$ cat config.mk
export PLATFORM = sky130hd
export DESIGN_NAME = mem_port_arbiter
export DESIGN_NICKNAME = d
export VERILOG_FILES = /design/src/rtl/mem_port_arbiter.sv
export SDC_FILE = /design/constraint.sdc
export NUM_CORES = 1
export LEC_CHECK = 0
export BUFFER_PORTS_ARGS = -buffer_cell sky130_fd_sc_hd__buf_2
export CORE_MARGIN = 3
export CORE_UTILIZATION = 54
export CTS_BUF_LIST = sky130_fd_sc_hd__clkbuf_8
export DETAILED_ROUTE_END_ITERATION = 12
export HOLD_SLACK_MARGIN = 0.1
export PLACE_DENSITY = 0.95
export SKIP_CTS_REPAIR_TIMING = 1
export SLEW_MARGIN = 20
export SYNTH_ARGS = -nofsm -noshare
export SYNTH_HDL_FRONTEND = slang
export SYNTH_SLANG_ARGS = --single-unit
$ cat constraint.sdc
create_clock -name clk -period 2.81 [get_ports clk]
set_input_delay 0.281 -clock clk [delete_from_list [all_inputs] [get_ports clk]]
set_output_delay 0.281 -clock clk [all_outputs]
set_load 0.01 [all_outputs]
$ cat src/rtl/mem_port_arbiter.sv
// Shares a single memory port between instruction fetch and load/store traffic.
// Round-robin arbitration, store lane formatting, load alignment/extension and core stall.
module mem_port_arbiter #(
    parameter int ADDR_W = 32,
    parameter int DATA_W = 32
) (
    input  logic              clk,
    input  logic              rst,
    input  logic              if_req,
    input  logic [ADDR_W-1:0] if_addr,
    output logic [DATA_W-1:0] if_rdata,
    output logic              if_ack,
    input  logic              d_req,
    input  logic              d_we,
    input  logic [2:0]        d_size,
    input  logic [ADDR_W-1:0] d_addr,
    input  logic [DATA_W-1:0] d_wdata,
    output logic [DATA_W-1:0] d_rdata,
    output logic              d_ack,
    output logic              d_err,
    output logic              mem_valid,
    output logic              mem_we,
    output logic [ADDR_W-1:0] mem_addr,
    output logic [DATA_W-1:0] mem_wdata,
    output logic [3:0]        mem_wstrb,
    input  logic              mem_ready,
    input  logic [DATA_W-1:0] mem_rdata,
    output logic              stall,
    output logic [1:0]        dbg_state
);

    localparam logic [1:0] S_IDLE  = 2'd0;
    localparam logic [1:0] S_FETCH = 2'd1;
    localparam logic [1:0] S_DATA  = 2'd2;
    localparam logic [1:0] S_ERR   = 2'd3;

    localparam logic GRANT_FETCH = 1'b0;
    localparam logic GRANT_DATA  = 1'b1;

    logic [1:0]        state_q, state_d;
    logic              last_grant_q, last_grant_d;
    logic [1:0]        addr_lo_q, addr_lo_d;
    logic [2:0]        size_q, size_d;
    logic              mem_valid_q, mem_valid_d;
    logic              mem_we_q, mem_we_d;
    logic [ADDR_W-1:0] mem_addr_q, mem_addr_d;
    logic [DATA_W-1:0] mem_wdata_q, mem_wdata_d;
    logic [3:0]        mem_wstrb_q, mem_wstrb_d;
    logic              if_ack_q, if_ack_d;
    logic              d_ack_q, d_ack_d;
    logic              d_err_q, d_err_d;
    logic [DATA_W-1:0] if_rdata_q, if_rdata_d;
    logic [DATA_W-1:0] d_rdata_q, d_rdata_d;

    logic              d_legal;
    logic [3:0]        st_strb;
    logic [DATA_W-1:0] st_wdata;
    logic [DATA_W-1:0] ld_lane;
    logic [DATA_W-1:0] ld_data;
    logic              want_if;
    logic              want_d;
    logic              pick_data;

    always_comb begin
        d_legal = 1'b0;
        case (d_size)
            3'b000, 3'b100: d_legal = 1'b1;
            3'b001, 3'b101: d_legal = ~d_addr[0];
            3'b010:         d_legal = (d_addr[1:0] == 2'b00);
            default:        d_legal = 1'b0;
        endcase
    end

    always_comb begin
        st_strb  = 4'b1111;
        st_wdata = d_wdata;
        case (d_size[1:0])
            2'b00: begin
                st_strb  = 4'b0001 << d_addr[1:0];
                st_wdata = {4{d_wdata[7:0]}};
            end
            2'b01: begin
                st_strb  = 4'b0011 << d_addr[1:0];
                st_wdata = {2{d_wdata[15:0]}};
            end
            default: begin
                st_strb  = 4'b1111;
                st_wdata = d_wdata;
            end
        endcase
    end

    // Shift the addressed byte/half down to bit 0 before extending.
    always_comb begin
        ld_lane = mem_rdata >> {addr_lo_q, 3'b000};
        ld_data = mem_rdata;
        case (size_q)
            3'b000:  ld_data = {{24{ld_lane[7]}}, ld_lane[7:0]};
            3'b100:  ld_data = {24'h000000, ld_lane[7:0]};
            3'b001:  ld_data = {{16{ld_lane[15]}}, ld_lane[15:0]};
            3'b101:  ld_data = {16'h0000, ld_lane[15:0]};
            default: ld_data = mem_rdata;
        endcase
    end

    // A request whose ack is on the wire this cycle is already served; do not grant it again.
    assign want_if   = if_req & ~if_ack_q;
    assign want_d    = d_req & ~d_ack_q;
    assign pick_data = want_d & (~want_if | (last_grant_q == GRANT_FETCH));

    always_comb begin
        state_d      = state_q;
        last_grant_d = last_grant_q;
        addr_lo_d    = addr_lo_q;
        size_d       = size_q;
        mem_valid_d  = mem_valid_q;
        mem_we_d     = mem_we_q;
        mem_addr_d   = mem_addr_q;
        mem_wdata_d  = mem_wdata_q;
        mem_wstrb_d  = mem_wstrb_q;
        if_ack_d     = 1'b0;
        d_ack_d      = 1'b0;
        d_err_d      = 1'b0;
        if_rdata_d   = if_rdata_q;
        d_rdata_d    = d_rdata_q;

        case (state_q)
            S_IDLE: begin
                if (pick_data) begin
                    if (!d_legal) begin
                        state_d   = S_ERR;
                        d_ack_d   = 1'b1;
                        d_err_d   = 1'b1;
                        d_rdata_d = '0;
                    end else begin
                        state_d     = S_DATA;
                        mem_valid_d = 1'b1;
                        mem_we_d    = d_we;
                        mem_addr_d  = {d_addr[ADDR_W-1:2], 2'b00};
                        mem_wdata_d = st_wdata;
                        mem_wstrb_d = d_we ? st_strb : 4'b0000;
                        addr_lo_d   = d_addr[1:0];
                        size_d      = d_size;
                    end
                end else if (want_if) begin
                    state_d     = S_FETCH;
                    mem_valid_d = 1'b1;
                    mem_we_d    = 1'b0;
                    mem_addr_d  = {if_addr[ADDR_W-1:2], 2'b00};
                    mem_wdata_d = '0;
                    mem_wstrb_d = 4'b0000;
                    addr_lo_d   = if_addr[1:0];
                    size_d      = 3'b010;
                end
            end
            S_FETCH: begin
                if (mem_ready) begin
                    state_d      = S_IDLE;
                    last_grant_d = GRANT_FETCH;
                    mem_valid_d  = 1'b0;
                    mem_wstrb_d  = 4'b0000;
                    if_ack_d     = 1'b1;
                    if_rdata_d   = mem_rdata;
                end
            end
            S_DATA: begin
                if (mem_ready) begin
                    state_d      = S_IDLE;
                    last_grant_d = GRANT_DATA;
                    mem_valid_d  = 1'b0;
                    mem_we_d     = 1'b0;
                    mem_wstrb_d  = 4'b0000;
                    d_ack_d      = 1'b1;
                    if (!mem_we_q) begin
                        d_rdata_d = ld_data;
                    end
                end
            end
            default: begin
                state_d      = S_IDLE;
                last_grant_d = GRANT_DATA;
            end
        endcase
    end

    always_ff @(posedge clk) begin
        if (rst) begin
            state_q      <= S_IDLE;
            last_grant_q <= GRANT_FETCH;
            addr_lo_q    <= 2'b00;
            size_q       <= 3'b000;
            mem_valid_q  <= 1'b0;
            mem_we_q     <= 1'b0;
            mem_addr_q   <= '0;
            mem_wdata_q  <= '0;
            mem_wstrb_q  <= 4'b0000;
            if_ack_q     <= 1'b0;
            d_ack_q      <= 1'b0;
            d_err_q      <= 1'b0;
            if_rdata_q   <= '0;
            d_rdata_q    <= '0;
        end else begin
            state_q      <= state_d;
            last_grant_q <= last_grant_d;
            addr_lo_q    <= addr_lo_d;
            size_q       <= size_d;
            mem_valid_q  <= mem_valid_d;
            mem_we_q     <= mem_we_d;
            mem_addr_q   <= mem_addr_d;
            mem_wdata_q  <= mem_wdata_d;
            mem_wstrb_q  <= mem_wstrb_d;
            if_ack_q     <= if_ack_d;
            d_ack_q      <= d_ack_d;
            d_err_q      <= d_err_d;
            if_rdata_q   <= if_rdata_d;
            d_rdata_q    <= d_rdata_d;
        end
    end

    assign if_rdata  = if_rdata_q;
    assign if_ack    = if_ack_q;
    assign d_rdata   = d_rdata_q;
    assign d_ack     = d_ack_q;
    assign d_err     = d_err_q;
    assign mem_valid = mem_valid_q;
    assign mem_we    = mem_we_q;
    assign mem_addr  = mem_addr_q;
    assign mem_wdata = mem_wdata_q;
    assign mem_wstrb = mem_wstrb_q;
    assign stall     = (if_req & ~if_ack_q) | (d_req & ~d_ack_q);
    assign dbg_state = state_q;

endmodule

Word level (Yosys, flattened, before mapping)
Cells that the tools add are included.
{ "word_totals": {"ff_bits": 145, "input_bits": 137, "out_inout_bits": 140, "word_cells": 115} }
{ "op_classes": {"eq_ne": 19, "n_shift": 3, "n_mux": 47, "bitwise_logic": 12, "reduce_logical": 20} }
{ "op_table": {"columns": ["op", "n"], "rows": [
  ["2-to-1 mux 32 bit", 10],
  ["one-hot mux 32 bit (2 select lines)", 2],
  ["one-hot mux 32 bit (4 select lines)", 1],
  [">> shifter 32 x 5 -> 16 bit", 1],
  ["2-to-1 mux 4 bit", 5],
  ["one-hot mux 4 bit (2 select lines)", 2],
  ["equality test 3 bit (second input constant)", 4],
  ["2-to-1 mux 1 bit", 12],
  ["2-to-1 mux 2 bit", 6],
  ["!= test 2 bit (second input constant)", 6],
  ["OR reduction 2 bit", 5],
  ["2-to-1 mux 3 bit", 3],
  ["AND reduction 4 bit", 2],
  ["inverter 1 bit", 7],
  ["equality test 3 x 1 -> 1 bit (second input constant)", 2],
  ["zero test 2 bit", 3],
  ["zero test 3 bit", 2],
  ["!= test 3 bit (second input constant)", 2],
  ["one-hot mux 1 bit (2 select lines)", 3],
  ["one-hot mux 1 bit (3 select lines)", 2],
  ["AND reduction 3 bit", 2],
  ["nonzero test 2 bit", 3],
  ["AND reduction 5 bit", 1],
  ["equality test 2 x 1 -> 1 bit (second input constant)", 2],
  ["other kinds (9)", 13]
]} }

Longest topological paths before layout
Gate-level depths: netlist of run 1.
{ "depth": {"depth_word": 7, "mapped_depth": 9, "depth_no_buf": 7} }

Worst setup path before layout of run 1
No wires, ideal clock.
{ "synth_path": {"path_kind": "flip-flop to flip-flop", "start": "register state_q[0], in the netlist dbg_state[0]", "end": "register d_rdata_q[23], in the netlist d_rdata[23]", "setup_time_ns": 0.068, "arrival_ns": 1.773, "required_ns": 2.742, "slack_ns": 0.969, "stages_incl_launch_ff": 10, "n_path_buf": 2, "synth_period_minus_slack_ns": 1.841, "cell_sequence": "dfxtp_1 > inv_1 > ha_1 > buf_2 > inv_1 > o22ai_1 > and2_1 > nand3_4 > buf_6 > o2bb2ai_2"} }
{ "synth_between": {"elab_chain_len": 3, "elab_cells_between_ends": 9, "classes_between": "eq/ne (5); mux (1); reduce/logical (3)"} }
{ "synth_lines": {"columns": ["element", "line_no", "text"], "rows": [
  ["start, declared", "40", "logic [1:0] state_q, state_d;"],
  ["start signal, assigned", "203", "state_q <= state_d;"],
  ["equality test 2 bit / zero test 2 bit (equally long branches)", "127", "case (state_q)"],
  ["!= test 2 bit (no source line) / nonzero test 2 bit (equally long branches)", null, null],
  ["AND reduction 5 bit (no source line)", null, null],
  ["end signal, assigned", "216", "d_rdata_q <= d_rdata_d;"],
  ["end, declared", "53", "logic [DATA_W-1:0] d_rdata_q, d_rdata_d;"]
]} }
Several ways; a longest one is shown, not always the timed one.
A chain may end at the register's enable or synchronous reset.

Worst setup path in the final report of run 1
{ "layout_path": {"start": "register state_q[1], in the netlist dbg_state[1]", "end": "register mem_addr_q[6], in the netlist mem_addr[6]"} }
{ "layout_between": {"elab_chain_len": 2} }
{ "layout_lines": {"columns": ["element", "line_no", "text"], "rows": [
  ["zero test 2 bit", "127", null],
  ["AND reduction 3 bit (no source line)", null, null],
  ["end signal, assigned", "209", "mem_addr_q <= mem_addr_d;"],
  ["end, declared", "46", "logic [ADDR_W-1:0] mem_addr_q, mem_addr_d;"]
]} }
No other way between the ends.

==> impl_results.md, run 1 <==
- Final max-slew violation count: 0
- Post-synth EDFFs: 0
- Setup ws final: 140.5 ps
- Syn Inst Count: 784
- Vias in the first global route: 6,286
- TritonCTS buffer count: 17
- CTS Buffer Depth: 2
- Status: finished, final reports clean
- Cell taking the most area after synthesis: dfxtp_1
- Compound-gate portion of the synthesized area: 22.46%
- Gr usage total: 28.89%
- Core Util, Final: 75.55%
- Slew HR: 44.02%
- Vias: 7,176
- Worst hold-check path type: input port to register
- Worst Path Max Fanout: 32
- Mapped Area: 6580 µm²
- Post-placement setup slack: 587.2 ps
- DRC errors left: 0
- # H-tree levels: 4
- Xor/xnor cell area share of the yosys netlist: 0%
- CTS tree: built
- Multiplexer share of the synthesized area: 6.465%
- Period minus WS final: 2669 ps
- Antenna violation net count after detailed routing: 0
- DIE AREA: 13,550 µm²
- Ys async rst share: 0%
- Top-area cell type share of the netlist area: 43.51%
- Crit. Startpoint: dbg_state[1]
- Largest net degree at the start of global routing: 60
- Initial core utilization: 56.42%
- Share of the yosys chip area belonging to registers: 43.51%
- P_leak: 3.968 nW
- Final hold viol count: 0
- Detailed-placement wirelength estimate: 14,740 µm
- Power density over the cells: 804.7 nW/µm²
- Port bufs: 274
- Fmax: 0.3746 GHz
- Period Utilization, post-route: 95.00%
- Ys Warns: 0
- First-pass GRT wire length: 30,910 µm
- Post-synthesis adder-cell area fraction: 0.5705%
- Post-route cell area: 8811 µm²
- Clock sink count: 143
- Setup CP Type: register to register
- Max-capacitance violation count: 0
- Root Buffer Master: clkbuf_8
- Die Wd: 116.4 µm
- Layout fillers: 812
- Synth unique cells: 50
- Grt ovf: 0
- Crit path cell chain: inv_1 > ha_1 > o21ai_0 > a21oi_4 > buf_4 > nor2_1 > a311oi_1 > dlygate4sd3_1
- Initial drt markers: 624
- Largest family of logic cells by synthesized area: compound AO/OA/AOI/OAI gates
- Multi-input logic area: 3396 µm²
- Clock-pin slew on the worst setup and hold paths: 80 ps
- Max stage delay on crit path: 600 ps
- Finished Layout Cells: 1,223
- Mean area per synthesized cell: 8.393 µm²
- Routability Congestion: 0.9485
- Crit path arrival time: 3060 ps
- Core area: 11,660 µm²
- Synth area leaders: dfxtp_1 (44%), nand2_1 (8.7%), a21oi_1 (5.5%)
- Die height: 116.4 µm
- Dpl cell area: 7946 µm²
- Row Count: 39
- Worst skew pair latency: 450 ps
- Share of layout cells above drive strength 1: 32.87%
- Register Area: 2863 µm²
- Antenna violations before repair: 1
- RR Startpoint: dbg_state[1]
- #FFs+latches synth: 143
- Top FF cell, synth: dfxtp_1
- Hold Path Origin: d_addr[9]
- Placed Cells incl. Taps: 1,151
- Startpoint Class: register
- Wirelength per Cell: 18.49 µm
- Slowest-stage cell, CP: dlygate4sd3_1
- Vias per cell: 5.868
- Worst-margin pin slew: 837.8 ps
- Final setup skew: 15.36 ps
- Synth Area in Simple Gates: 21.81%
- # diodes: 0
- Setup crit end kind: register
- Area grow syn2layout: 33.90%
- Setup Total Neg Slack: 0 ps
- Routed Wire Length: 22,610 µm
- Final #Nets: 1,207
- I/O Pins: 277
- Pre-antenna DRT Iters: 6
- CP required: 3210 ps
- Final Setup Violations: 0
- Peak supply drop: 0.5852 mV
stage by stage:
step                      hold WS (ps)  total power, mW
after floorplan                  417.0            4.307
after global placement           436.0            4.995
after detailed placement         443.8            5.066
after CTS                        65.28            6.951
after global routing             94.71            7.438
final                            94.03            7.090
state kept, by name, summed over array words and instances (netlist names):
register / flops
d_rdata: 32
last_grant_q: 1
size_q: 3
addr_lo_q: 2
d_ack: 1
mem_we: 1
if_ack: 1
if_rdata: 32
dbg_state: 2
mem_valid: 1
mem_addr: 30
d_err: 1
mem_wstrb: 4
mem_wdata: 32
critical path, delay by kind of cell (launching register included):
| family | cells | cell delay, ps |
|---|---|---|
| compound gates | 3 | 800 |
| fa+ha+maj | 1 | 380 |
| buf+inv | 3 | 1020 |
| flops | 1 | 340 |
| simple gates | 1 | 70 |
area by class of cell:
| type | count | share of cell area (%) |
|---|---|---|
| Clock buffer | 20 | 3.124 |
| Sequential cell | 143 | 32.49 |
| Clock inverter | 12 | 2.144 |
| Timing Repair Buffer | 328 | 21.33 |
| Inverter | 8 | 0.3408 |
| Multi-Input combinational cell | 569 | 38.54 |
| Tap cell | 143 | 2.031 |
worst paths after layout:
check,slack [ps],to,cells past startpoint
worst max-delay path,140,mem_addr[6],8
worst min-delay path,90,mem_addr[9],3
worst min register to register,460,if_rdata[24],2
worst max register to register,140,mem_addr[6],8
cells in the final DEF (no fill, tap or decap), types with 4 or more instances in the layout:
cell type      instances
a211oi_1               6
nand3_1               18
nand2b_1              18
dfxtp_1              143
buf_4                 15
o31ai_1               16
mux2i_1               20
nor2b_1               23
mux2_2                16
inv_1                 10
o2bb2ai_1             15
o21ai_0               32
a21oi_1               72
dlygate4sd3_1         40
nor2_1                73
nand2_1              153
o2bb2ai_2             10
buf_2                273
a311oi_1              32
o221ai_1               7
nand3b_1              18
clkbuf_8              20
o21ai_1                4
bufinv_16              5
routing by layer:
layer | GRT usage, % | up-vias | part of all wire, %
met4 | 13.30 | 2 | 4.0
met5 | 0 | - | 0.057
met3 | 9.223 | 97 | 11
met1 | 34.81 | 3289 | 37
met2 | 47.06 | 474 | 49
li1 | - | 3314 | -
Yosys cell counts, types with 4 or more instances:
cell	n
nor2_1	73
dfxtp_1	143
nand3_1	18
buf_4	6
o31ai_1	16
nand2_1	153
mux2i_1	20
a311oi_1	32
a211oi_1	6
buf_2	14
nand3b_1	18
nor2b_1	23
o221ai_1	7
inv_1	8
a21oi_1	72
o2bb2ai_1	15
o2bb2ai_2	10
o21ai_0	32
o21ai_1	4
nand2b_1	18
mux2_2	16
clkbuf_1	40
power breakdown:
group          switching (mW)  total [mW]  internal [mW]
Sequential              0.218        2.59           2.37
Clock                   0.795        1.92           1.12
Combinational            1.63        2.59          0.958
Total                    2.64        7.09           4.45
kinds of logic after synthesis:
| family | Yosys count |
|---|---|
| compound gates | 210 |
| buf+inv | 73 |
| fa+ha+maj | 3 |
| flops | 143 |
| simple gates | 316 |
| other cells | 1 |
| mux | 38 |
Power figures use the tool's default switching activity.
==> inputs of run 2 (changes only) <==
Settings changed: GPL_TIMING_DRIVEN set to 0.
==> impl_results.md, run 2 (synthesized netlist as in run 1, its figures left out) <==
- Pre-antenna DRT Iters: 6
- RR Endpoint: mem_addr[18]
- Final #Nets: 1,243
- Routed Wire Length: 24,630 µm
- Wirelength per Cell: 19.56 µm
- Gr usage total: 31.92%
- Net Sw Frac: 38.29%
- Startpoint Class: register
- Post-route cell area: 8846 µm²
- Layout fillers: 799
- Power density over the cells: 826.5 nW/µm²
- NetSw: 2.799 mW
- Largest net degree at the start of global routing: 17
- Share of layout cells above drive strength 1: 32.71%
- Combinational power share: 38.8%
- Clock-pin slew on the worst setup and hold paths: 80 ps
- Setup crit end kind: register
- Crit path cell chain: inv_1 > ha_1 > buf_2 > o21ai_0 > a21oi_2 > buf_4 > buf_6 > nor2_1 > a311oi_1 > dlygate4sd3_1
- Finished Layout Cells: 1,259
- R2r setup slk: 160 ps
- Slowest-stage cell, CP: dlygate4sd3_1
- Vias in the first global route: 6,773
- Dpl cell area: 8134 µm²
- Setup Total Neg Slack: 0 ps
- Worst skew pair latency: 450 ps
- Final max-slew violation count: 0
- Hold WS: 93.59 ps
- Setup CP Type: register to register
- DRC errors left: 0
- Commonest non-fill, non-tap cells in the layout: buf_2 (288), nand2_1 (153), dfxtp_1 (143)
- DIE AREA: 13,550 µm²
- Core area: 11,660 µm²
- Final hold viol count: 0
- Status: finished, final reports clean
- Worst path depth: 10
- Crit. Startpoint: dbg_state[0]
- Peak supply drop: 0.6010 mV
- P_leak: 3.997 nW
- Final Setup Violations: 0
- Part of the power in the clock network: 25.9%
- Area grow syn2layout: 34.44%
- Register Area: 2863 µm²
- Vias: 7,613
- Fmax: 0.3769 GHz
- Power share of the sequential group: 35.3%
- Placed Cells incl. Taps: 1,202
- CP required: 3190 ps
- Worst Path Max Fanout: 10
- Total power: 7.311 mW
- WP buf/inv: 5
- CTS Buffer Depth: 2
- RSZ-0062 raised after global routing: false
- Slew HR: 53.52%
- Worst setup path end: mem_addr[18]
- Period Utilization, post-route: 94.43%
- Largest delay contributor family on the critical path: buffers and inverters
- Final setup skew: 15.07 ps
- Port bufs: 274
- Internal power: 4.512 mW
- RR Startpoint: dbg_state[0]
- Antenna violation net count after detailed routing: 0
- Grt ovf: 0
- Detailed-placement wirelength estimate: 17,010 µm
- Clock sink count: 143
- Initial drt markers: 878
- Max stage delay on crit path: 590 ps
- Initial core utilization: 56.42%
- Max-capacitance violation count: 0
- # H-tree levels: 4
- Worst hold-check path type: input port to register
- I/O Pins: 277
- Crit path arrival time: 3040 ps
- Vias per cell: 6.047
- TritonCTS buffer count: 17
- Worst-margin pin slew: 693.4 ps
- Routability Congestion: 0.9815
- # diodes: 0
- Antenna violations before repair: 1
- Period minus WS final: 2653 ps
- Row Count: 39
- First-pass GRT wire length: 33,800 µm
- CTS tree: built
- FF-to-FF path depth: 10
- Die Wd: 116.4 µm
- Multi-input logic area: 3388 µm²
- Root Buffer Master: clkbuf_8
- Die height: 116.4 µm
- Commonest non-fill, non-tap cell in the layout: buf_2
==> run 2: area by class of cell <==
cell class                 instances  share of cell area, %
buffer                            65                  3.479
clock inverter                    13                  2.207
timing repair buffer             299                  18.33
clock buffer                      19                  2.956
multi-input combinational        569                  38.30
sequential                       143                  32.36
tap                              143                  2.023
inverter                           8                 0.3395
==> run 2: worst min-delay path by stage <==
stage,cells after the start,end,slack [ps],from
final,3,mem_addr[4],90,d_addr[4]
after CTS,3,mem_addr[15],70,d_addr[15]
after global routing,3,mem_addr[4],90,d_addr[4]
after detailed placement,2,mem_wdata[1],440,mem_wdata[1]
after global placement,2,mem_wdata[1],440,mem_wdata[1]
after floorplan,2,if_rdata[0],420,mem_rdata[0]
==> run 2: power groups by stage <==
stage | Clock [mW] | Sequential (mW) | Combinational (mW)
2_1_floorplan | 0 | 2.73 | 1.58
3_3_place_gp | 0 | 2.58 | 2.61
3_5_place_dp | 0 | 2.59 | 2.65
4_1_cts | 1.88 | 2.56 | 2.66
5_1_grt | 1.97 | 2.61 | 3.05
6_report | 1.89 | 2.58 | 2.84
==> run 2: worst min-delay path: stages <==
cell	delay, ps
buf_2	100
nand2_1	40
a311oi_1	80
==> run 2: per-stage QoR <==
stage | setup slack (ps) | utilization (%)
final | 156.5 | 75.85
after detailed placement | 589.7 | 69.75
after floorplan | 968.7 | -
after global placement | 694.8 | 69.75
after CTS | 590.3 | 73.66
after global routing | 81.41 | 75.85
==> run 2: routing by layer <==
layer / track usage, % / part of all wire, % / up-vias
met3: 8.446 / 10 / 129
met2: 52.52 / 48 / 576
li1: - / - / 3388
met4: 15.16 / 5.0 / 2
met5: 0 / 0.053 / -
met1: 38.91 / 37 / 3518
==> inputs of run 3 (changes only) <==
Settings changed: CORE_ASPECT_RATIO set to 1.4.
==> impl_results.md, run 3 (synthesized netlist as in run 1, its figures left out) <==
- Status: finished, final reports clean
- Clock-pin slew on the worst setup and hold paths: 90 ps
- Final max-slew violation count: 0
- Share of layout cells above drive strength 1: 32.70%
- Startpoint Class: register
- Register Area: 2863 µm²
- Layout fillers: 902
- CP required: 3190 ps
- Routability Congestion: 0.9272
- Largest net degree at the start of global routing: 17
- Peak supply drop: 0.5708 mV
- Vias in the first global route: 6,789
- Area grow syn2layout: 33.87%
- I/O Pins: 277
- Setup ws final: 251.0 ps
- Period Utilization, post-route: 91.07%
- Wirelength per Cell: 18.42 µm
- Worst-margin pin slew: 668.8 ps
- P_leak: 3.976 nW
- RSZ-0062 raised after global routing: false
- Fmax: 0.3908 GHz
- Detailed-placement wirelength estimate: 16,950 µm
- Port bufs: 274
- Antenna violations before repair: 1
- Antenna violation net count after detailed routing: 0
- Setup Total Neg Slack: 0 ps
- Setup crit end kind: register
- Root Buffer Master: clkbuf_8
- CTS tree: built
- Post-placement setup slack: 602.3 ps
- Commonest non-fill, non-tap cell in the layout: buf_2
- Initial core utilization: 55.39%
- Core area: 11,880 µm²
- Pre-antenna DRT Iters: 6
- First-pass GRT wire length: 33,640 µm
- Final Setup Violations: 0
- Final #Nets: 1,240
- FF-to-FF path depth: 9
- Crit path arrival time: 2940 ps
- Slew HR: 55.17%
- Worst skew pair latency: 440 ps
- # diodes: 0
- Dpl cell area: 8139 µm²
- Power density over the cells: 809.9 nW/µm²
- Hold path cells: 3
- Clock sink count: 143
- Initial drt markers: 372
- Max-capacitance violation count: 0
- # H-tree levels: 4
- Final hold viol count: 0
- Commonest non-fill, non-tap cells in the layout: buf_2 (288), nand2_1 (153), dfxtp_1 (143)
- Gr usage total: 31.26%
- DRC errors left: 0
- Grt ovf: 0
- Post-route cell area: 8808 µm²
- Vias: 7,245
- Vias per cell: 5.750
- Worst hold-check path type: input port to register
- Die height: 136.6 µm
- Setup CP Type: register to register
- Die Wd: 99.30 µm
- Period minus WS final: 2559 ps
- Row Count: 47
- DIE AREA: 13,560 µm²
- CTS Buffer Depth: 2
- Routed Wire Length: 23,220 µm
- Multi-input logic area: 3388 µm²
- Worst Path Max Fanout: 10
- TritonCTS buffer count: 17
- Final setup skew: 11.78 ps
- Finished Layout Cells: 1,260
- Placed Cells incl. Taps: 1,206
run 3: cell count changes in the layout (fill, tap and decap cells not counted), sizes merged:
cell         delta
bufinv          -1
clkinvlp        -1
inv             +1
clkbuf          +1
dlygate4sd3     -3
run 3: per-layer routing:
metal / up-vias / track usage, % / routed length (µm)
met2: 443 / 54.78 / 11620
met4: 2 / 18.45 / 1495
li1: 3378 / - / -
met5: - / 0 / 20
met3: 120 / 7.598 / 1854
met1: 3302 / 33.99 / 8230
run 3: final cells by class:
class	count	area share (%)
Sequential cell	143	32.50
Buffer	65	3.494
Clock buffer	20	3.125
Clock inverter	12	1.918
Tap cell	147	2.088
Inverter	8	0.3409
Multi-Input combinational cell	569	38.47
Timing Repair Buffer	296	18.07
run 3: final timing paths:
check | from | to | slack, ps
min reg2reg | if_rdata[21] | if_rdata[21] | 450
max reg2reg | dbg_state[1] | mem_addr[26] | 250
min | d_addr[8] | mem_addr[8] | 90
max | dbg_state[1] | mem_addr[26] | 250
run 3: power breakdown:
part	internal, mW	switching [mW]
clock	1.03	0.792
combinational	1.03	1.72
sequential	2.37	0.194
run 3: critical path: stages (launching register included):
cell	delay, ps
dfxtp_1	360
inv_1	100
ha_1	140
buf_2	210
o21ai_0	230
a21oi_2	200
buf_2	270
nor2_1	70
a311oi_1	300
dlygate4sd3_1	620
run 3: stage by stage:
stage          util [%]  power, mW  hold slack (ps)
2_1_floorplan         -      4.307            417.0
3_3_place_gp      68.52      5.163            436.7
3_5_place_dp      68.52      5.227            441.8
4_1_cts           72.26      7.038            66.53
5_1_grt           74.15      7.487            101.2
6_report          74.15      7.134            86.86
